$ cat src/rtl/mux_out_skid_32bit.sv
// mux_out_skid_32bit: 2-entry skid FIFO (head + skid register) behind a 32-bit 2:1 mux.
// Define MUX_OUT_XFER_CNT_EN to count completed output transfers on xfer_cnt.
module mux_out_skid_32bit (
  input  logic        clk,
  input  logic        rst_n,
  input  logic        in_valid,
  input  logic [31:0] in_data,
  input  logic        in_sel,
  output logic        in_ready,
  output logic        out_valid,
  output logic [31:0] out_data,
  output logic        out_sel,
  input  logic        out_ready,
  output logic [15:0] xfer_cnt
);

  localparam int unsigned DATA_W = 32;
  localparam int unsigned CNT_W  = 16;

  typedef enum logic [1:0] {
    EMPTY = 2'd0,
    ONE   = 2'd1,
    FULL  = 2'd2
  } state_t;

  state_t              state;
  state_t              state_nxt;
  logic                push;
  logic                pop;
  logic                head_load;
  logic                head_from_skid;
  logic                skid_load;
  logic [DATA_W-1:0]   skid_data;
  logic                skid_sel;

  // Handshakes qualify on the registered in_ready/out_valid only.
  assign push = in_valid & in_ready;
  assign pop  = out_valid & out_ready;

  // Next-state and datapath steering.
  always_comb begin
    state_nxt      = state;
    head_load      = 1'b0;
    head_from_skid = 1'b0;
    skid_load      = 1'b0;
    case (state)
      EMPTY: begin
        if (push) begin
          state_nxt = ONE;
          head_load = 1'b1;
        end
      end
      ONE: begin
        case ({push, pop})
          2'b10: begin
            state_nxt = FULL;
            skid_load = 1'b1;
          end
          2'b01: state_nxt = EMPTY;
          2'b11: head_load = 1'b1;
          default: state_nxt = ONE;
        endcase
      end
      FULL: begin
        if (pop) begin
          state_nxt      = ONE;
          head_load      = 1'b1;
          head_from_skid = 1'b1;
        end
      end
      default: state_nxt = EMPTY;
    endcase
  end

  // State register; in_ready/out_valid are flopped decodes of the next state.
  always_ff @(posedge clk or negedge rst_n) begin
    if (!rst_n) begin
      state     <= EMPTY;
      in_ready  <= 1'b1;
      out_valid <= 1'b0;
    end else begin
      state     <= state_nxt;
      in_ready  <= (state_nxt != FULL);
      out_valid <= (state_nxt != EMPTY);
    end
  end

  // Head and skid storage.
  always_ff @(posedge clk or negedge rst_n) begin
    if (!rst_n) begin
      out_data  <= '0;
      out_sel   <= 1'b0;
      skid_data <= '0;
      skid_sel  <= 1'b0;
    end else begin
      if (head_load) begin
        out_data <= head_from_skid ? skid_data : in_data;
        out_sel  <= head_from_skid ? skid_sel  : in_sel;
      end
      if (skid_load) begin
        skid_data <= in_data;
        skid_sel  <= in_sel;
      end
    end
  end

`ifdef MUX_OUT_XFER_CNT_EN
  // Wrapping count of output transfers.
  always_ff @(posedge clk or negedge rst_n) begin
    if (!rst_n) begin
      xfer_cnt <= '0;
    end else if (pop) begin
      xfer_cnt <= xfer_cnt + CNT_W'(1);
    end
  end
`else
  assign xfer_cnt = '0;
`endif

endmodule

$ cat config.mk
export PLATFORM = sky130hd
export DESIGN_NAME = mux_out_skid_32bit
export DESIGN_NICKNAME = d
export VERILOG_FILES = /design/src/rtl/mux_out_skid_32bit.sv
export SDC_FILE = /design/constraint.sdc
export NUM_CORES = 1
export LEC_CHECK = 0
export ABC_CLOCK_PERIOD_IN_PS = 1910
export BUFFER_PORTS_ARGS = -buffer_cell sky130_fd_sc_hd__buf_4
export CAP_MARGIN = 15
export CORE_ASPECT_RATIO = 0.8
export CORE_UTILIZATION = 40
export DETAILED_ROUTE_END_ITERATION = 8
export GPL_TIMING_DRIVEN = 1
export SYNTH_ARGS = -nofsm -noshare
export SYNTH_HDL_FRONTEND = slang
export SYNTH_SLANG_ARGS = --single-unit
$ cat constraint.sdc
create_clock -name clk -period 1.91 [get_ports clk]
set_input_delay 0.2865 -clock clk [delete_from_list [all_inputs] [get_ports clk]]
set_output_delay 0.2865 -clock clk [all_outputs]
set_load 0.05 [all_outputs]
==> summary.md <==
| Metric | Value |
|---|---|
| Status | finished clean |
| Antenna cells | 0 |
| CP Launch Type | register |
| Clock transition at path regs | 70 ps |
| # placed instances | a little under 400 |
| CTS Buffer Depth | 2 |
| Sequential-to-total area share from yosys stat | 0.490 |
| Max-Cap Viols | 0 |
| Die span in y | 86.6 um |
| Initial Util | 0.416 |
| Grt ovf | 0 |
| Area growth syn-to-layout | 22.9% |
| Static Leak | about 2.3 nW |
| #FFs+latches synth | 70 |
| Vias per cell | ~4.7 |
| Post-Syn Instances | ~210 |
| TritonRoute pass-1 iters | 4 |
| Number of global-route vias before repair | around 2.0k |
| Die W | 108 um |
| RD Place Congestion | around 0.76 |
| Critical path required time | between 2000 and 2500 ps |
| VDD IR max | roughly 1 mV |
| Boundary pin count | just under 90 |
| Inserted Clock Buffers | 9 |
| CTS tree | yes |
| Post-Synth Adder-Cell Area | 0 |
| Crit path DAT | 1940 ps |
| Final period util | 0.899 |
| Routed len/inst | 15.5 um |
| I/O Buffers | 71 |
| Worst slew pin tran | between 500 and 600 ps |
| Hold path cells | 2 |
| Hold slack | 170 ps |
| F_max | between 500 and 600 MHz |
| Vias | ~1.9k |
| Clock Sinks | 70 |
| Post-synthesis cell area | about 0.0036 mm^2 |
| Cell Count, Final, Fillers Out | just over 400 |
| Setup Total Neg Slack | 0 ps |
| Worst Skew | around 13 ps |
| Final Max Tran Viols | 0 |
| Post-layout nets | around 330 |
| Placement Cell Area | 0.00419 mm^2 |
| Die area | about 0.0093 mm^2 |
| Cell variety after synth | 23 |
| Core ar. | 0.00860 mm^2 |
| Critical path endpoint category | register |
| Routed wire length | 6400 um |
| Final hold viol count | 0 |
| Crit path kind | reg2reg |
| DR DRC count | 0 |
| Avg Cell Area, Syn | about 17 um^2 |
| Finish-stage setup viols | 0 |
| Post-Synth Simple-Gate Area | 0.0294 |
| DRT iter0 DRCs | 56 |
| H-tree lvl count | 3 |
| RSZ-0062 raised after global routing | no |
| Post_cts resized | 0 |
| Global-route wire length before repair | around 10,000 um |
| HPWL Detailed | approximately 4400 um |
| # rows | 30 |
| Post-DRT Antenna Nets | 0 |
| Largest family of logic cells by synthesized area | multiplexers |
| Number of synthesis warnings | 0 |
| Final min period | approximately 1700 ps |
| Synth Area in Compound Gates | 0.00944 |
| Largest net degree at the start of global routing | 41 |
| Clk_lat worst skew | 340 ps |
| Layout cells sized above 1 | 0.658 |
| CP max FO | 22 |
| Power Dens Cells | 1920 mW/mm^2 |
| Design area | approximately 0.0044 mm^2 |
| Xor/xnor cell area share of the yosys netlist | 0 |
| CTS Root Cell | clkbuf_8 |
| Hold Crit Class | in2reg |
| Slew headroom | 0.651 |
| FF-to-FF path depth | 4 |
| Mux share of post-synthesis cell area | 0.407 |
| Antenna violations before repair | 0 |
| GRT Total Usage | 0.148 |
## metrics by stage
| step | worst slack (ps) | total power, W | utilization |
|---|---|---|---|
| final | 194 | 0.00844 | 0.512 |
| after CTS | 190 | 0.00855 | 0.512 |
| after detailed placement | 184 | 0.00731 | 0.487 |
| after floorplan | 72.3 | 0.00625 | - |
| after global routing | 104 | 0.00888 | 0.512 |
| after global placement | 247 | 0.00723 | 0.487 |
## report_power, final
part / internal [W] / switching (W)
Sequential: 0.00227 / 0.000500
Clock: 0.000634 / 0.000552
Combinational: 0.00215 / 0.00234
## final timing paths
path                                           from                   endpoint  slack [ps]
hold / removal                           in_data[1]   skid_data[1]$_DFFE_PN0P_         170
hold reg to reg            skid_data[2]$_DFFE_PN0P_   skid_data[2]$_DFFE_PN0P_         490
min in group asynchronous                     rst_n   out_data[29]$_DFFE_PN0P_         490
max in group asynchronous                     rst_n  skid_data[14]$_DFFE_PN0P_         800
setup / recovery                 state[1]$_DFF_PN0_       skid_sel$_DFFE_PN0P_         190
setup reg to reg                 state[1]$_DFF_PN0_       skid_sel$_DFFE_PN0P_         190
## cells by family (layout without fill, tap and decap cells)
group / Yosys count / in the layout
buffers and inverters: 26 / 98
AO/OA/AOI/OAI: 4 / 4
flip-flops: 70 / 70
AND/OR/NAND/NOR: 13 / 13
other: 1 / 16
multiplexers: 100 / 100
## metal layers
layer / global-route usage / up-vias / share of wire / routed length (um)
met5: 0 / - / 0 / 0
met4: 0.0411 / 0 / 0.0072 / 46
met3: 0.0586 / 8 / 0.064 / 407
met2: 0.231 / 58 / 0.46 / 2970
met1: 0.192 / 969 / 0.47 / 2980
li1: - / 891 / - / -
## registers in the layout, summed over array words and instances (netlist names)
signal	cells
state	2
skid_data	32
out_data	32
in_ready	1
out_sel	1
out_valid	1
skid_sel	1
## critical path: stages, from the launching register on
cell and delay, ps:
dfrtp_1 520, and3b_1 260, nand3_4 90, buf_4 360, mux2_1 360
## synthesized netlist by cell type, drive strengths merged
cell type,count,area (um^2)
and3b,1,8.76
buf,26,226
o211ai,1,12.5
and2,1,6.26
nand4bb,1,11.3
a21bo,1,10.0
nand4,1,6.26
conb,1,3.75
o22ai,1,6.26
nor2b,1,6.26
nand3,1,17.5
nor2,1,3.75
nand4b,1,23.8
a21oi,1,5.00
mux2,100,1460
dfrtp,69,1730
dfstp,1,26.3
nand2,4,15.0
or2,1,6.26
## cell type report
type / count / area [um^2]
multi-input cells: 133 / 1660
fillers: 767 / 4200
flip-flops and latches: 70 / 1750
well taps: 112 / 140
repair buffers: 82 / 643
clock inverters: 6 / 61.3
clock buffers: 10 / 138
## cells in the final DEF (no fill, tap or decap), types with 2 or more instances in the layout
cell type,instances
mux2_4,88
buf_4,79
dfrtp_1,69
conb_1,16
clkbuf_8,10
mux2_2,7
mux2_1,5
nand2_1,4
clkinv_2,3
buf_12,2
## repair_timing
item                                   in CTS  in global routing
buffers inserted                            0                  0
endpoints found under the hold margin      36                  0
hold buffers                                1                  0
No activity file was read; power rests on OpenSTA's default activity.
